$ cat src/rtl/prio_encoder_hs.sv
// Handshaked priority encoder: emits the index of every set bit of a captured vector, one per pop.
// Define PRIO_ENC_MSB_FIRST_EN to emit indices highest-first instead of lowest-first.
`timescale 1ns/1ps

module prio_encoder_hs #(
    parameter  int N = 8,
    localparam int W = $clog2(N)
) (
    input  logic         clk,
    input  logic         rst_n,
    input  logic [N-1:0] in_vec,
    input  logic         in_valid,
    output logic         in_ready,
    output logic [W-1:0] out_idx,
    output logic         out_valid,
    input  logic         out_ready,
    output logic         out_last
);

    localparam int P = 1 << W;

    typedef enum logic {
        IDLE,
        DRAIN
    } state_t;

    state_t       state;
    state_t       state_nxt;
    logic [N-1:0] pend;
    logic [N-1:0] pend_nxt;
    logic [W-1:0] sel_idx;
    logic         pop;
    logic         cap;
    logic         pop_last;

    logic [P-1:0] padded;
    logic [W-1:0] tidx [W+1][P];
    logic         tval [W+1][P];

    // Binary selection tree: each level merges sibling pairs, so depth is W levels of 2:1 muxing.
    always_comb begin
        padded = '0;
        padded[N-1:0] = pend;
        for (int l = 0; l <= W; l++) begin
            for (int j = 0; j < P; j++) begin
                tidx[l][j] = '0;
                tval[l][j] = 1'b0;
            end
        end
        for (int j = 0; j < P; j++) begin
            tval[0][j] = padded[j];
        end
        for (int l = 1; l <= W; l++) begin
            for (int j = 0; j < (P >> l); j++) begin
                tval[l][j] = tval[l-1][2*j] | tval[l-1][2*j+1];
`ifdef PRIO_ENC_MSB_FIRST_EN
                if (tval[l-1][2*j+1]) begin
                    tidx[l][j]        = tidx[l-1][2*j+1];
                    tidx[l][j][l-1]   = 1'b1;
                end else begin
                    tidx[l][j]        = tidx[l-1][2*j];
                end
`else
                if (tval[l-1][2*j]) begin
                    tidx[l][j]        = tidx[l-1][2*j];
                end else begin
                    tidx[l][j]        = tidx[l-1][2*j+1];
                    tidx[l][j][l-1]   = 1'b1;
                end
`endif
            end
        end
        sel_idx = tidx[W][0];
    end

    always_ff @(posedge clk or negedge rst_n) begin
        if (!rst_n) begin
            state <= IDLE;
            pend  <= '0;
        end else begin
            state <= state_nxt;
            pend  <= pend_nxt;
        end
    end

    // Outputs come only from registered state; in_ready alone looks through to out_ready.
    always_comb begin
        out_valid = (state == DRAIN);
        out_idx   = out_valid ? sel_idx : '0;
        out_last  = out_valid && ((pend & (pend - N'(1))) == '0);
        pop       = out_valid && out_ready;
        pop_last  = pop && out_last;
        in_ready  = rst_n && ((state == IDLE) || pop_last);
        cap       = in_valid && in_ready;

        pend_nxt  = pend;
        state_nxt = state;
        if (pop) begin
            pend_nxt = pend & ~(N'(1) << sel_idx);
        end
        if (cap) begin
            pend_nxt = in_vec;
        end

        case (state)
            IDLE: begin
                if (cap && (in_vec != '0)) begin
                    state_nxt = DRAIN;
                end
            end
            DRAIN: begin
                if (pop_last) begin
                    state_nxt = (cap && (in_vec != '0)) ? DRAIN : IDLE;
                end
            end
            default: state_nxt = IDLE;
        endcase
    end

endmodule
$ cat config.mk
export PLATFORM = sky130hd
export DESIGN_NAME = prio_encoder_hs
export DESIGN_NICKNAME = d
export VERILOG_FILES = /design/src/rtl/prio_encoder_hs.sv
export SDC_FILE = /design/constraint.sdc
export NUM_CORES = 1
export LEC_CHECK = 0
export CAP_MARGIN = 20
export CORE_UTILIZATION = 40
export CTS_BUF_LIST = sky130_fd_sc_hd__clkbuf_4 sky130_fd_sc_hd__clkbuf_8 sky130_fd_sc_hd__clkbuf_16
export DETAILED_ROUTE_END_ITERATION = 8
export GPL_ROUTABILITY_DRIVEN = 0
export HOLD_SLACK_MARGIN = 0.03
export PLACE_DENSITY = 0.8
export SETUP_SLACK_MARGIN = 0.1
export SYNTH_ARGS = -nofsm -noshare
export SYNTH_HDL_FRONTEND = slang
export SYNTH_SLANG_ARGS = --single-unit
$ cat constraint.sdc
create_clock -name clk -period 3.2 [get_ports clk]
set_input_delay 0.32 -clock clk [delete_from_list [all_inputs] [get_ports clk]]
set_output_delay 0.32 -clock clk [all_outputs]
set_load 0.01 [all_outputs]
Yosys cells after proc, flatten, opt, wreduce, memory -nomap -nowiden. Index checks and enable logic that the tools add are counted.

Input port bits: 12. Flip-flop bits (word level): 9.

Bitwise logic cells: 8. Muxes and demuxes: 13. Reductions and logical operators: 10. Shifts and indexed selects: 1. $add $sub $neg: 1.

Operator list (number): $and 8x8->8 (2); $mux 8 (2); $logic_not 8->1 (1); $not 8->8 (1); $reduce_bool 8->1 (1); $shl 1x3->8 const A (1); $sub 8x1->8 const B (1); $logic_and 1x1->1 (6); $mux 1 (6); $mux 3 (2); $mux 2 (2); $or 1x1->1 (4); $pmux 1 s2 (1); $reduce_bool 2->1 (1); $logic_or 1x1->1 (1); $not 1->1 (1).

Depth between registers and ports, before layout. Gate-level depths: netlist of the first run.

Depth in word-level cells: 12. Depth in mapped cells: 6.

Worst setup path after synthesis of the first run. OpenSTA, ideal clock, no wires.

Path kind: reg-to-output. Start: register pend[0], in the netlist padded[0]. End: output port in_ready. Stages on the path, launching flop included: 7. Data arrival time: 1.543 ns. Slack: 1.337 ns. Path buffers: 2. Path through: dfrtp_1 -> buf_6 -> nor4_4 -> a21oi_1 -> o31a_1 -> buf_6 -> and2b_2.

Word-level cells in the longest chain between the ends: 7.

RTL lines: start: declaration (RTL line 29) `logic [N-1:0] pend;`; start signal: assignment (RTL line 82) `pend <= pend_nxt;`; $sub 8x1->8 (RTL line 90) `out_last = out_valid && ((pend & (pend - N'(1))) == '0);`; $and 8x8->8 (*) (RTL line 90); $logic_not 8->1 (*) (RTL line 90); $logic_and 1x1->1 (*) (RTL line 90); $logic_and 1x1->1 (*) (RTL line 92) `pop_last = pop && out_last;`; $logic_or 1x1->1 (*) (RTL line 93) `in_ready = rst_n && ((state == IDLE) || pop_last);`; $logic_and 1x1->1 (*) (RTL line 93); end: declaration (RTL line 13) `output logic in_ready,`.

Every way passes the cells marked *; elsewhere a longest branch is shown, timed or not.

Worst setup path in the final report of the first run. Ends and elaborated chain as after synthesis.

==> results.json, run 1 <==
{
  "worst-r2r-cell-count": 4,
  "finalCriticalPeriod_ns": 2.75,
  "path_buf_inv": 1,
  "remaining_drc_errors": 0,
  "syn_to_final_growth_pct": 28.3,
  "clk_latency_ns": 0.25,
  "peakVddDrop_v": 0.000485,
  "gr-total-overflow": 0,
  "synthMuxAreaShare_pct": 1.50,
  "dp_hpwl_um": 1130,
  "r2r_end": "padded[7]",
  "total_power_mw": 0.851,
  "final_nets": 105,
  "skew_ns": 0.00226,
  "start_util_pct": 43.3,
  "die_h_um": 42.9,
  "track_usage_pct": 18.2,
  "synth_top_family_by_area": "compound AO/OA/AOI/OAI gates",
  "hold_viol": 0,
  "crit_path_top_delay_cell": "clkdlybuf4s50_1",
  "finalMaxSlewViolations": 0,
  "clock-sinks": 9,
  "wl_per_cell_um": 14.1,
  "ys_seq_elements": 9,
  "critPathMaxFanout": 9,
  "tritoncts": "built",
  "slowest_delay_ns": 0.52,
  "synth_top_area_cell": "dfrtp_1",
  "synth_cells": 76,
  "finalNonFillerCells": 108,
  "synth.distinct_cells": 33,
  "crit_chain": "nor4_4, a21oi_1, o31a_1, and2b_2, clkdlybuf4s50_1",
  "cts_resized": 0,
  "met2WireLength_um": 763,
  "die_w_um": 42.9,
  "yosys.area_share.simple_pct": 23.8,
  "yosys_warnings": 0,
  "worstPathArrival_ns": 2.43,
  "syn-num-nets": 88,
  "final_antenna_net_count": 0,
  "dieArea_um2": 1840,
  "via_per_inst": 5.84,
  "clk_pin_slew_ns": 0.06,
  "cts.htree.levels": 1,
  "clockRootBuffer": "clkbuf_4",
  "synth_compound_area_share_pct": 30.7,
  "wl_met1_um": 697,
  "cp.required_ns": 2.88,
  "max_freq_mhz": 363,
  "yosysSeqAreaShare_pct": 33.7,
  "wl_met3_um": 55,
  "wirelength_um": 1530,
  "grt_start_max_net_pins": 12,
  "io_buffers": 17,
  "setup_viol": 0,
  "fill_cells": 153,
  "num_antenna_cells": 0,
  "firstDrtPassIters": 4,
  "worst_hold_slack_ns": 0.379,
  "max_slew_margin_pct": 70.2,
  "crit_type": "register to primary output",
  "synthAdderAreaFrac_pct": 0,
  "vias": 631,
  "postCtsSetupRepairBufs": 0,
  "maxUsedRoutingLayer": "met4",
  "syn_avg_cell_area_um2": 8.79,
  "status": "completed",
  "grt_pass1_vias": 594,
  "tightest_slew_ns": 0.445,
  "synth_top_area_share_pct": 33.7,
  "cts_buffer_depth": 2,
  "ios": 18,
  "syn_area_um2": 668,
  "rows": 14,
  "drive_gt1_share_pct": 13.0,
  "maxCapViolCount": 0,
  "cts_made_buffers": 3,
  "start_kind": "register",
  "rr_startpoint": "padded[0]",
  "regArea_um2": 225,
  "power_leakage_nw": 0.355,
  "worstHoldPathType": "input pin to async pin",
  "coreArea_um2": 1540,
  "placed_cells": 104,
  "grt_pass1_wl_um": 2480,
  "grt_setup_unrepaired": "no",
  "cts_hold_buf": 0,
  "drtIter0Drc": 26,
  "r2r_slack_ns": 1.38,
  "antenna_found_initial": 0,
  "crit_path_end_kind": "primary output",
  "cp_top_family": "simple AND/OR/NAND/NOR gates",
  "final.period_utilization_pct": 86.0,
  "synth-xor-area-share_pct": 0,
  "pwr_density_cell_nw_per_um2": 993,
  "multi_input_area_um2": 374,
  "fin_tns_setup_ns": 0,
  "synth_area_leaders": "dfrtp_1 34%, o31ai_1 6.7%, o211ai_1 5.6%, inv_1 4.5%, o311ai_0 3.9%"
}
## state kept, by name (all words and copies together), names as in the netlist
name       flops
out_valid      1
padded         8
## Yosys cell counts
master,number
or3_1,1
o31ai_1,6
and2b_2,1
nor3_1,2
o31a_1,1
o21a_1,1
nor4b_1,1
mux2i_1,1
a211o_1,1
and3_1,1
nand3b_1,1
buf_6,2
nand2_1,4
a21oi_1,2
a31o_2,1
clkbuf_1,3
nor4_4,1
nor3b_1,2
dfrtp_1,9
nor4_1,2
nand4_1,1
and2_2,1
o31ai_2,1
nor2_1,4
or2_1,1
o311ai_0,3
or2_2,2
a21boi_1,1
a211oi_1,3
buf_2,1
o211ai_1,5
inv_1,8
o21ai_0,2
## power breakdown
part,internal [mW],switching (mW),leakage [nW]
Sequential,0.163,0.0943,0.115
Clock,0.0564,0.0377,0.0184
Combinational,0.269,0.231,0.223
## cells in the final DEF, fill, tap and decap left out, types with 2 or more instances in the layout
cell type	netlist	layout
o21ai_0	2	2
nor3b_1	2	2
nor4_1	2	2
a21oi_1	2	2
nand2_1	4	4
a211oi_1	3	3
clkdlybuf4s50_1	0	17
nor2_1	4	4
dfrtp_1	9	9
o211ai_1	5	5
or2_2	2	2
nor3_1	2	2
o31ai_1	6	6
inv_1	8	8
clkbuf_4	0	4
o311ai_0	3	3
## worst max-delay path by stage
stage                         start        to  slack [ns]  depth (start not counted)
after floorplan           padded[0]  in_ready        1.34                          6
after global placement    out_ready  in_ready        0.73                          5
final                     padded[0]  in_ready        0.45                          5
after CTS                 padded[0]  in_ready        0.45                          5
after global routing      padded[0]  in_ready        0.35                          5
after detailed placement  padded[0]  in_ready        0.74                          5
## per-stage QoR
step	cell area, um2	setup slack (ns)	util [%]
2_1_floorplan	668	1.34	-
3_3_place_gp	827	0.727	53.7
3_5_place_dp	827	0.743	53.7
4_1_cts	857	0.450	55.6
5_1_grt	857	0.345	55.6
6_report	857	0.447	55.6
## logic make-up (layout without fill, tap and decap cells)
kind of cell | Yosys count | count (layout)
flops | 9 | 9
buf+inv | 14 | 30
compound gates | 27 | 27
simple gates | 25 | 25
mux | 1 | 1
## metal layers
| metal | track usage (%) | vias up |
|---|---|---|
| met5 | 0 | - |
| met4 | 8.13 | 0 |
| met3 | 3.40 | 2 |
| met2 | 30.6 | 15 |
| met1 | 22.3 | 293 |
| li1 | - | 321 |
## layout make-up
cell class,count,area share (%)
Clock buffer,4,3.50
Tap cell,16,2.34
Timing Repair Buffer,18,20.7
Inverter,8,3.50
Multi-Input combinational cell,53,43.6
Sequential cell,9,26.3
No activity file was read; power rests on OpenSTA's default activity.
==> run 2: changes to the inputs <==
--- a/config.mk
+++ b/config.mk
@@ -8,6 +8,7 @@
 export CAP_MARGIN = 20
 export CORE_UTILIZATION = 40
 export CTS_BUF_LIST = sky130_fd_sc_hd__clkbuf_4 sky130_fd_sc_hd__clkbuf_8 sky130_fd_sc_hd__clkbuf_16
+export CTS_CLUSTER_SIZE = 12
 export DETAILED_ROUTE_END_ITERATION = 8
 export GPL_ROUTABILITY_DRIVEN = 0
 export HOLD_SLACK_MARGIN = 0.03
==> results of run 2 <==
Same layout as run 1: the final DEF is identical, and so are final timing and power.
